### src/rtl/ara_pkg.sv
// Shared types for the lane's serial divide path.
package ara_pkg;

    // Serial divide operation; also used by the SIMD divide front-end.
    typedef enum logic [1:0] {
        SERDIV_DIVU = 2'b00,
        SERDIV_DIV  = 2'b01,
        SERDIV_REMU = 2'b10,
        SERDIV_REM  = 2'b11
    } serdiv_op_e;

    // Signed variants take absolute values and fix the sign afterwards.
    function automatic logic serdiv_is_signed(serdiv_op_e op);
        return (op == SERDIV_DIV) || (op == SERDIV_REM);
    endfunction

    // Remainder variants return the remainder instead of the quotient.
    function automatic logic serdiv_is_rem(serdiv_op_e op);
        return (op == SERDIV_REMU) || (op == SERDIV_REM);
    endfunction

endpackage

### src/rtl/ara_serdiv_if.sv
// Request/result bundle between the SIMD divide front-end and ara_serdiv.
//
// Handshake: a request transfers on a clock edge where in_vld_i and in_rdy_o
// are both high; a result transfers on an edge where out_vld_o and out_rdy_i
// are both high. A raised valid keeps its payload stable until it transfers
// (or flush_i aborts it); ready never depends combinationally on in_vld_i.
interface ara_serdiv_if
    import ara_pkg::*;
#(
    parameter int unsigned WIDTH = 64
);
    logic [WIDTH-1:0] op_a_i;
    logic [WIDTH-1:0] op_b_i;
    serdiv_op_e       opcode_i;
    logic             in_vld_i;
    logic             in_rdy_o;
    logic             flush_i;
    logic             out_vld_o;
    logic             out_rdy_i;
    logic [WIDTH-1:0] res_o;

    modport master (
        output op_a_i, op_b_i, opcode_i, in_vld_i, flush_i, out_rdy_i,
        input  in_rdy_o, out_vld_o, res_o
    );

    modport slave (
        input  op_a_i, op_b_i, opcode_i, in_vld_i, flush_i, out_rdy_i,
        output in_rdy_o, out_vld_o, res_o
    );
endinterface

### src/rtl/ara_serdiv.sv
// Radix-2 restoring serial divider: one quotient bit per cycle, MSB first,
// RISC-V V divu/div/remu/rem semantics including divide-by-zero results.
module ara_serdiv
    import ara_pkg::*;
#(
    parameter int unsigned WIDTH            = 64,
    parameter bit          STABLE_HANDSHAKE = 1'b1
) (
    input  logic              clk_i,
    input  logic              rst_ni,
    ara_serdiv_if.slave       div_if,
    output logic [1:0]        state_o
);

    localparam int unsigned CW = $clog2(WIDTH);

    typedef enum logic [1:0] {
        IDLE   = 2'd0,
        DIVIDE = 2'd1,
        FINISH = 2'd2
    } state_e;

    state_e           state_q, state_d;
    logic [CW-1:0]    cnt_q, cnt_d;
    logic [WIDTH-1:0] quot_q, quot_d;
    logic [WIDTH-1:0] rem_q, rem_d;
    logic [WIDTH-1:0] div_q, div_d;
    logic [WIDTH-1:0] a_raw_q, a_raw_d;
    serdiv_op_e       op_q, op_d;
    logic             q_sign_q, q_sign_d;
    logic             r_sign_q, r_sign_d;
    logic             div_zero_q, div_zero_d;

    logic             sign_a, sign_b;
    logic [WIDTH-1:0] abs_a, abs_b;
    logic [WIDTH:0]   partial, diff;
    logic             borrow;
    logic             in_rdy, accept;
    logic [WIDTH-1:0] res;

    // Sign and magnitude of the incoming operands (raw for unsigned ops)
    always_comb begin
        sign_a = serdiv_is_signed(div_if.opcode_i) & div_if.op_a_i[WIDTH-1];
        sign_b = serdiv_is_signed(div_if.opcode_i) & div_if.op_b_i[WIDTH-1];
        abs_a  = sign_a ? (WIDTH'(0) - div_if.op_a_i) : div_if.op_a_i;
        abs_b  = sign_b ? (WIDTH'(0) - div_if.op_b_i) : div_if.op_b_i;
    end

    // One restoring step; the partial remainder keeps its top bit so divisors
    // above 2^(WIDTH-1) still compare correctly, and the borrow is the compare
    always_comb begin
        partial = {rem_q, quot_q[WIDTH-1]};
        diff    = partial - {1'b0, div_q};
        borrow  = diff[WIDTH];
    end

    // Request acceptance; a flush blocks any new request in its cycle
    always_comb begin
        in_rdy = 1'b0;
        case (state_q)
            IDLE:    in_rdy = 1'b1;
            FINISH:  in_rdy = (STABLE_HANDSHAKE == 1'b0) && div_if.out_rdy_i;
            default: in_rdy = 1'b0;
        endcase
        if (div_if.flush_i) begin
            in_rdy = 1'b0;
        end
        accept = div_if.in_vld_i & in_rdy;
    end

    // Next state and datapath: shift during DIVIDE, load on accept, flush wins
    always_comb begin
        state_d    = state_q;
        cnt_d      = cnt_q;
        quot_d     = quot_q;
        rem_d      = rem_q;
        div_d      = div_q;
        a_raw_d    = a_raw_q;
        op_d       = op_q;
        q_sign_d   = q_sign_q;
        r_sign_d   = r_sign_q;
        div_zero_d = div_zero_q;

        case (state_q)
            DIVIDE: begin
                quot_d = {quot_q[WIDTH-2:0], ~borrow};
                rem_d  = borrow ? partial[WIDTH-1:0] : diff[WIDTH-1:0];
                if (cnt_q == '0) begin
                    state_d = FINISH;
                end else begin
                    cnt_d = cnt_q - CW'(1);
                end
            end
            FINISH: begin
                if (div_if.out_rdy_i) begin
                    state_d = IDLE;
                end
            end
            default: ;
        endcase

        if (accept) begin
            state_d    = DIVIDE;
            cnt_d      = CW'(WIDTH - 1);
            quot_d     = abs_a;
            rem_d      = '0;
            div_d      = abs_b;
            a_raw_d    = div_if.op_a_i;
            op_d       = div_if.opcode_i;
            q_sign_d   = sign_a ^ sign_b;
            r_sign_d   = sign_a;
            div_zero_d = (div_if.op_b_i == '0);
        end

        if (div_if.flush_i) begin
            state_d = IDLE;
        end
    end

    // State and datapath registers
    always_ff @(posedge clk_i or negedge rst_ni) begin
        if (!rst_ni) begin
            state_q    <= IDLE;
            cnt_q      <= '0;
            quot_q     <= '0;
            rem_q      <= '0;
            div_q      <= '0;
            a_raw_q    <= '0;
            op_q       <= SERDIV_DIVU;
            q_sign_q   <= 1'b0;
            r_sign_q   <= 1'b0;
            div_zero_q <= 1'b0;
        end else begin
            state_q    <= state_d;
            cnt_q      <= cnt_d;
            quot_q     <= quot_d;
            rem_q      <= rem_d;
            div_q      <= div_d;
            a_raw_q    <= a_raw_d;
            op_q       <= op_d;
            q_sign_q   <= q_sign_d;
            r_sign_q   <= r_sign_d;
            div_zero_q <= div_zero_d;
        end
    end

    // Result selection and sign fix-up; zero outside FINISH
    always_comb begin
        res = '0;
        if (state_q == FINISH) begin
            case (op_q)
                SERDIV_DIVU: res = quot_q;
                SERDIV_DIV:  res = q_sign_q ? (WIDTH'(0) - quot_q) : quot_q;
                SERDIV_REMU: res = rem_q;
                SERDIV_REM:  res = r_sign_q ? (WIDTH'(0) - rem_q) : rem_q;
                default:     res = '0;
            endcase
            if (div_zero_q) begin
                res = serdiv_is_rem(op_q) ? a_raw_q : '1;
            end
        end
    end

    assign div_if.in_rdy_o  = in_rdy;
    assign div_if.out_vld_o = (state_q == FINISH);
    assign div_if.res_o     = res;
    assign state_o          = state_q;

endmodule

### src/flat_wrapper.sv
// flat-port wrapper written by rule: the top's interface ports become plain ports
module ara_serdiv_flat import ara_pkg::*;
#(
    parameter int unsigned WIDTH            = 64,
    parameter bit          STABLE_HANDSHAKE = 1'b1
)
  (clk_i, rst_ni, state_o, div_if_op_a_i, div_if_op_b_i, div_if_opcode_i, div_if_in_vld_i, div_if_flush_i, div_if_out_rdy_i, div_if_in_rdy_o, div_if_out_vld_o, div_if_res_o);
  ara_serdiv_if #(.WIDTH(WIDTH)) div_if_i ();
  input  logic clk_i;
  input  logic rst_ni;
  output logic [1:0] state_o;
  input wire logic [$bits(div_if_i.op_a_i)-1:0] div_if_op_a_i;
  input wire logic [$bits(div_if_i.op_b_i)-1:0] div_if_op_b_i;
  input wire logic [$bits(div_if_i.opcode_i)-1:0] div_if_opcode_i;
  input wire logic [$bits(div_if_i.in_vld_i)-1:0] div_if_in_vld_i;
  input wire logic [$bits(div_if_i.flush_i)-1:0] div_if_flush_i;
  input wire logic [$bits(div_if_i.out_rdy_i)-1:0] div_if_out_rdy_i;
  output wire logic [$bits(div_if_i.in_rdy_o)-1:0] div_if_in_rdy_o;
  output wire logic [$bits(div_if_i.out_vld_o)-1:0] div_if_out_vld_o;
  output wire logic [$bits(div_if_i.res_o)-1:0] div_if_res_o;
  assign div_if_i.op_a_i = div_if_op_a_i;
  assign div_if_i.op_b_i = div_if_op_b_i;
  assign div_if_i.opcode_i = div_if_opcode_i;
  assign div_if_i.in_vld_i = div_if_in_vld_i;
  assign div_if_i.flush_i = div_if_flush_i;
  assign div_if_i.out_rdy_i = div_if_out_rdy_i;
  assign div_if_in_rdy_o = div_if_i.in_rdy_o;
  assign div_if_out_vld_o = div_if_i.out_vld_o;
  assign div_if_res_o = div_if_i.res_o;
  ara_serdiv #(.WIDTH(WIDTH), .STABLE_HANDSHAKE(STABLE_HANDSHAKE)) u_core (.clk_i(clk_i), .rst_ni(rst_ni), .div_if(div_if_i), .state_o(state_o));
endmodule
### config.mk
export PLATFORM = sky130hd
export DESIGN_NAME = ara_serdiv_flat
export DESIGN_NICKNAME = d
export VERILOG_FILES = /design/src/rtl/ara_pkg.sv /design/src/rtl/ara_serdiv_if.sv /design/src/rtl/ara_serdiv.sv /design/src/flat_wrapper.sv
export SDC_FILE = /design/constraint.sdc
export NUM_CORES = 1
export LEC_CHECK = 0
export CORE_ASPECT_RATIO = 0.7
export CORE_MARGIN = 4
export CORE_UTILIZATION = 64
export DETAILED_ROUTE_END_ITERATION = 8
export GPL_ROUTABILITY_DRIVEN = 1
export PLACE_DENSITY = 0.91
export SYNTH_ARGS = -nofsm -noshare
export SYNTH_HDL_FRONTEND = slang
export SYNTH_SLANG_ARGS = --single-unit
### constraint.sdc
create_clock -name clk_i -period 8.2 [get_ports clk_i]
set_clock_uncertainty 0.2 [all_clocks]
set_input_delay 1.64 -clock clk_i [delete_from_list [all_inputs] [get_ports clk_i]]
set_output_delay 1.64 -clock clk_i [all_outputs]
set_load 0.01 [all_outputs]
; Yosys cells after proc, flatten, opt, wreduce, memory -nomap -nowiden
; Index checks and enable logic that the tools add are counted.
[totals]
reg_bits = 269
in_bits = 135
word_cells = 64
[op_classes]
add_sub_neg = 6
n_eq_ne = 10
mux = 23
n_bitwise = 5
reduce_logical = 10
[op_table]
columns = operator, count
row1 = two-way mux 64 bit, 12
row2 = one-hot mux 64 bit (4 select lines), 1
row3 = subtractor 1 x 64 -> 64 bit (first input constant), 4
row4 = subtractor 65 x 64 -> 65 bit, 1
row5 = zero test 64 bit, 1
row6 = two-way mux 6 bit, 3
row7 = equality test 2 bit (second input constant), 4
row8 = two-way mux 2 bit, 4
row9 = equality test 2 x 1 -> 1 bit (second input constant), 3
row10 = zero test 6 bit, 1
row11 = subtractor 6 x 1 -> 6 bit (second input constant), 1
row12 = zero test 2 bit, 2
row13 = inequality test 4 x 2 -> 1 bit (second input constant), 1
row14 = inequality test 4 x 3 -> 1 bit (second input constant), 1
row15 = one-hot mux 2 bit (2 select lines), 1
row16 = nonzero test 4 bit, 1
row17 = AND 1 bit, 3
row18 = AND reduction 3 bit, 1
row19 = logical OR 1 bit, 2
row20 = two-way mux 1 bit, 2
row21 = inequality test 2 x 1 -> 1 bit (second input constant), 1
row22 = AND reduction 2 bit, 1
row23 = nonzero test 2 bit, 1
row24 = inverter 1 bit, 1
row25 = XOR 1 bit, 1

; Depth between registers and ports, before layout
[logic_depth]
word_depth = 6
depth_mapped = 15
depth_no_buf = 13

; Least setup slack after synthesis
; OpenSTA, ideal clock, no wires.
[synth_path]
path_type = reg-to-output
start = register u_core.rem_q[24]
end = output div_if_res_o[61]
t_arrival_ns = 3.131
required_ns = 6.360
setup_slack_ns = 3.229
path_stages_with_launch = 12
path_cell_list = dfrtp_1 > or4_1 > nor4b_1 > nand2_1 > nor3_4 > and3_1 > buf_2 > nand3_2 > o21ai_0 > xnor2_1 > mux2i_1 > a221oi_1
[synth_between]
elab_chain_cells = 5
[synth_lines]
columns = element, line_no
row1 = "start, declared", ara_serdiv.sv:26  ; logic [WIDTH-1:0] rem_q, rem_d;
row2 = "start signal, assigned", ara_serdiv.sv:137  ; rem_q <= rem_d;
row3 = subtractor 1 x 64 -> 64 bit, ara_serdiv.sv:155  ; SERDIV_REM: res = r_sign_q ? (WIDTH'(0) - rem_q) : rem_q;
row4 = two-way mux 64 bit, ara_serdiv.sv:155
row5 = one-hot mux 64 bit (4 select lines), ara_serdiv.sv:151  ; case (op_q)
row6 = two-way mux 64 bit, ara_serdiv.sv:158  ; if (div_zero_q) begin
row7 = two-way mux 64 bit, ara_serdiv.sv:150  ; if (state_q == FINISH) begin
row8 = "end, declared", flat_wrapper.sv:20  ; output wire logic [$bits(div_if_i.res_o)-1:0] div_if_res_o;
; No other way between the ends.

; Worst setup path after layout
[layout_path]
start = register u_core.quot_q[11]
end = output div_if_res_o[59]
[layout_between]
elab_chain_cells = 5
[layout_lines]
columns = element, line_no
row1 = "start, declared", ara_serdiv.sv:25  ; logic [WIDTH-1:0] quot_q, quot_d;
row2 = "start signal, assigned", ara_serdiv.sv:136  ; quot_q <= quot_d;
row3 = subtractor 1 x 64 -> 64 bit, ara_serdiv.sv:153  ; SERDIV_DIV: res = q_sign_q ? (WIDTH'(0) - quot_q) : quot_q;
row4 = two-way mux 64 bit, ara_serdiv.sv:153
row5 = one-hot mux 64 bit (4 select lines), ara_serdiv.sv:151
row6 = two-way mux 64 bit, ara_serdiv.sv:158
row7 = two-way mux 64 bit, ara_serdiv.sv:150
; No other way between the ends.

==> impl_results.md <==
- Status: completed
- Setup violations, final: 0
- CP max FO: 7
- Worst hold path type: reg2reg
- Drt drc: 0
- Setup TNS: 0 ns
- Initial Util: 65.9%
- Die width: 227 um
- # Max-Cap Violations: 0
- Placer Congestion: 0.999
- Yosys reg bits: 269
- Final Max Tran Viols: 0
- CP max stage delay: 0.60 ns
- Most frequent cells in the layout: nand2_1 (522), dfrtp_1 (267), nor2_1 (208)
- Total power: 6.83 mW
- Reg2reg path depth: 14
- Clock-pin slew on the worst setup and hold paths: 0.06 ns
- Initial DRC Count: 3213
- Post-CTS Resized: 0
- Actual slew at the worst max-slew pin: 1.29 ns
- Startpoint types: flop
- Most common cell after layout, fill and taps aside: nand2_1
- Top FF cell, synth: dfrtp_1
- CP dominant cell by count: or4_1
- Gr usage total: 38.1%
- R2r setup slk: 2.90 ns
- Drt first pass iters: 7
- Ys Warns: 0
- Clock tree buffer depth: 3
- Clock Latency Late Sink: 0.57 ns
- Crit. Startpoint: u_core.quot_q[11]$_DFFE_PN0P_
- Period utilization: 84.0%
- Required @ worst endpoint: 6.36 ns
- Synth Area per Inst: 7.71 um^2
- Row count: 55
- Critical path class: reg2out
- Synth Area in XOR/XNOR: 12.1%
- Leakage: 10.5 nW
- Via Count: 22600
- Layout cells sized above 1: 3.41%
- Worst R2R Start: u_core.quot_q[63]$_DFFE_PN0P_
- Synth unique cells: 75
- Routed WL: 72.1 mm
- Die ar.: 36800 um^2
- CTS tree: yes
- DP HPWL: 51.7 mm
- Sequence of cells on the critical path: or4_1 > or4_1 > nand2b_1 > nor2_1 > nand4_1 > nor3_2 > a21oi_1 > xnor2_1 > a221oi_1 > clkdlybuf4s50_1
- Synth Area in Compound Gates: 22.3%
- Chip height: 162 um
- Area grow syn2layout: 14.7%
- Largest net degree at the start of global routing: 150
- Core footprint: 32800 um^2
- Post-synthesis mux area share: 3.62%
- Htree depth: 1
- First-pass GRT wire length: 114 mm
- R2r endpoint: u_core.quot_q[0]$_DFFE_PN0P_
- Hold Fails Final Rpt: 0
- Simple logic cell fraction of the synthesized area: 21.6%
- Synth Instances: 2797
- Largest family of logic cells by synthesized area: compound AO/OA/AOI/OAI gates
- Antenna cells: 0
- Mapped Area: 21600 um^2
- Slew HR: 13.5%
- ANT nets after route: 0
- Post-DR vias/cell: 6.78
- Setup Fix Bufs, Post-CTS: 0
- CTS Sinks: 269
- Min-Delay Endpoint: u_core.a_raw_q[25]$_DFFE_PN0P_
- Residual overflow from global routing: 0
- CTS Hold Buffers Added: 0
- Worst Min Path Start: u_core.a_raw_q[25]$_DFFE_PN0P_
- Adder-cell share of the synthesized area: 4.15%
- Initial antenna violation count: 0
- PortBufs: 202
- Synth async-reset ratio: 100%
- RSZ-0062 raised after global routing: no
- Avg WL per Cell: 21.6 um
- Fillcell total: 2511
- Fin crit period: 6.89 ns
- Hold depth: 2
- Worst VDD drop: 0.000271 V
- Sequential element share of the synthesized area: 31.2%
- PwrDens: 276 nW/um^2
- Final net count: 3091
- Critical Path End Type: output port
- Syn_nets: 3003
- Fmax: 0.145 GHz
- Total CTS buffers: 28
- Slowest cell on the critical path: clkdlybuf4s50_1
- Crit path DAT: 5.05 ns
- EDFF count, synth: 0
- I/O Pins: 203
- Vias in the first global route: 21500
- CTS Root Cell: clkbuf_16
-- layout make-up --
| cell class | count | area, um^2 | share of cell area (%) |
|---|---|---|---|
| clock buffers | 40 | 827 | 3.34 |
| clock inverters | 11 | 180 | 0.728 |
| inverters | 113 | 424 | 1.71 |
| multi-input cells | 2247 | 13800 | 55.9 |
| flip-flops and latches | 269 | 6730 | 27.2 |
| well taps | 427 | 534 | 2.16 |
| repair buffers | 226 | 2220 | 8.97 |
-- cell families after synthesis --
kind of cell / Yosys count
XOR/XNOR: 299
buffers and inverters: 281
AND/OR/NAND/NOR: 1036
multiplexers: 78
AO/OA/AOI/OAI: 763
adder cells (fa/ha/maj): 71
flip-flops: 269
-- worst max-delay path, delay by kind of cell (launching register included) --
kind	cells	cell delay, ns
AOI/OAI and AO/OA	2	0.50
and+or+nand+nor	6	2.76
DFF	1	0.42
buffers and inverters	1	0.60
xor gates and xnor gates	1	0.18
-- synth_stat cells, types with 7 or more instances --
cell type	number	share of area (%)
o311ai_0	19	0.77
xor2_1	130	5.3
nor3_1	60	1.4
a21o_1	32	1.1
clkbuf_1	147	2.6
o41ai_1	18	0.73
nor2b_1	7	0.20
or4_1	25	0.87
o22ai_1	14	0.41
ha_1	70	4.1
buf_1	11	0.19
o31ai_1	52	1.8
o21ai_0	206	4.8
o21a_1	10	0.35
or3_1	25	0.72
a32oi_1	9	0.37
o21bai_1	16	0.56
nand2_1	522	9.1
a221oi_1	50	2.0
mux2i_1	78	3.6
nand3_1	49	1.1
a21oi_1	188	4.4
o221ai_1	10	0.41
nor4_1	30	0.87
and2_1	14	0.41
o211ai_1	14	0.49
and3_1	12	0.35
dfrtp_1	269	31
nor2_1	211	3.7
a31oi_1	84	2.4
nand2b_1	23	0.67
nand4_1	23	0.67
xnor2_1	169	6.9
inv_1	113	2.0
-- flip-flops by register name, summed over array words and instances (netlist names) --
signal,count
u_core.op_q,2
u_core.div_q,64
u_core.q_sign_q,1
u_core.rem_q,64
u_core.state_o,2
u_core.div_zero_q,1
u_core.quot_q,64
u_core.cnt_q,6
u_core.r_sign_q,1
u_core.a_raw_q,64
-- report_power, final --
| part | internal (mW) | switching [mW] | leakage, nW |
|---|---|---|---|
| Sequential | 1.63 | 0.411 | 3.34 |
| Combinational | 1.31 | 2.05 | 6.69 |
| Clock | 0.855 | 0.571 | 0.501 |
| Total | 3.80 | 3.04 | 10.5 |
-- worst max path at each step --
stage	endpoint	slack [ns]
finish	div_if_res_o[59]	1.31
global route	div_if_res_o[54]	1.16
CTS	div_if_res_o[49]	1.49
detailed placement	div_if_res_o[44]	2.11
global placement	div_if_res_o[49]	2.14
floorplan	div_if_res_o[61]	3.23
-- metrics by stage --
stage                     setup WS [ns]  area, um^2  hold WS (ns)  instances  util (%)
final                              1.31       24700         0.280       3333      75.5
after floorplan                    3.23       21600         0.240       2797         -
after detailed placement           2.11       23700         0.262       3282      72.5
after global placement             2.14       23700         0.258       3282      72.5
after CTS                          1.49       24700         0.278       3333      75.5
after global routing               1.16       24700         0.296       3333      75.5
-- routing by layer --
metal	GRT usage (%)	routed length [um]
met2	58.8	32100
met3	7.38	8080
met4	15.5	3400
met5	0	0
met1	52.9	28500
Power figures use the tool's default switching activity.
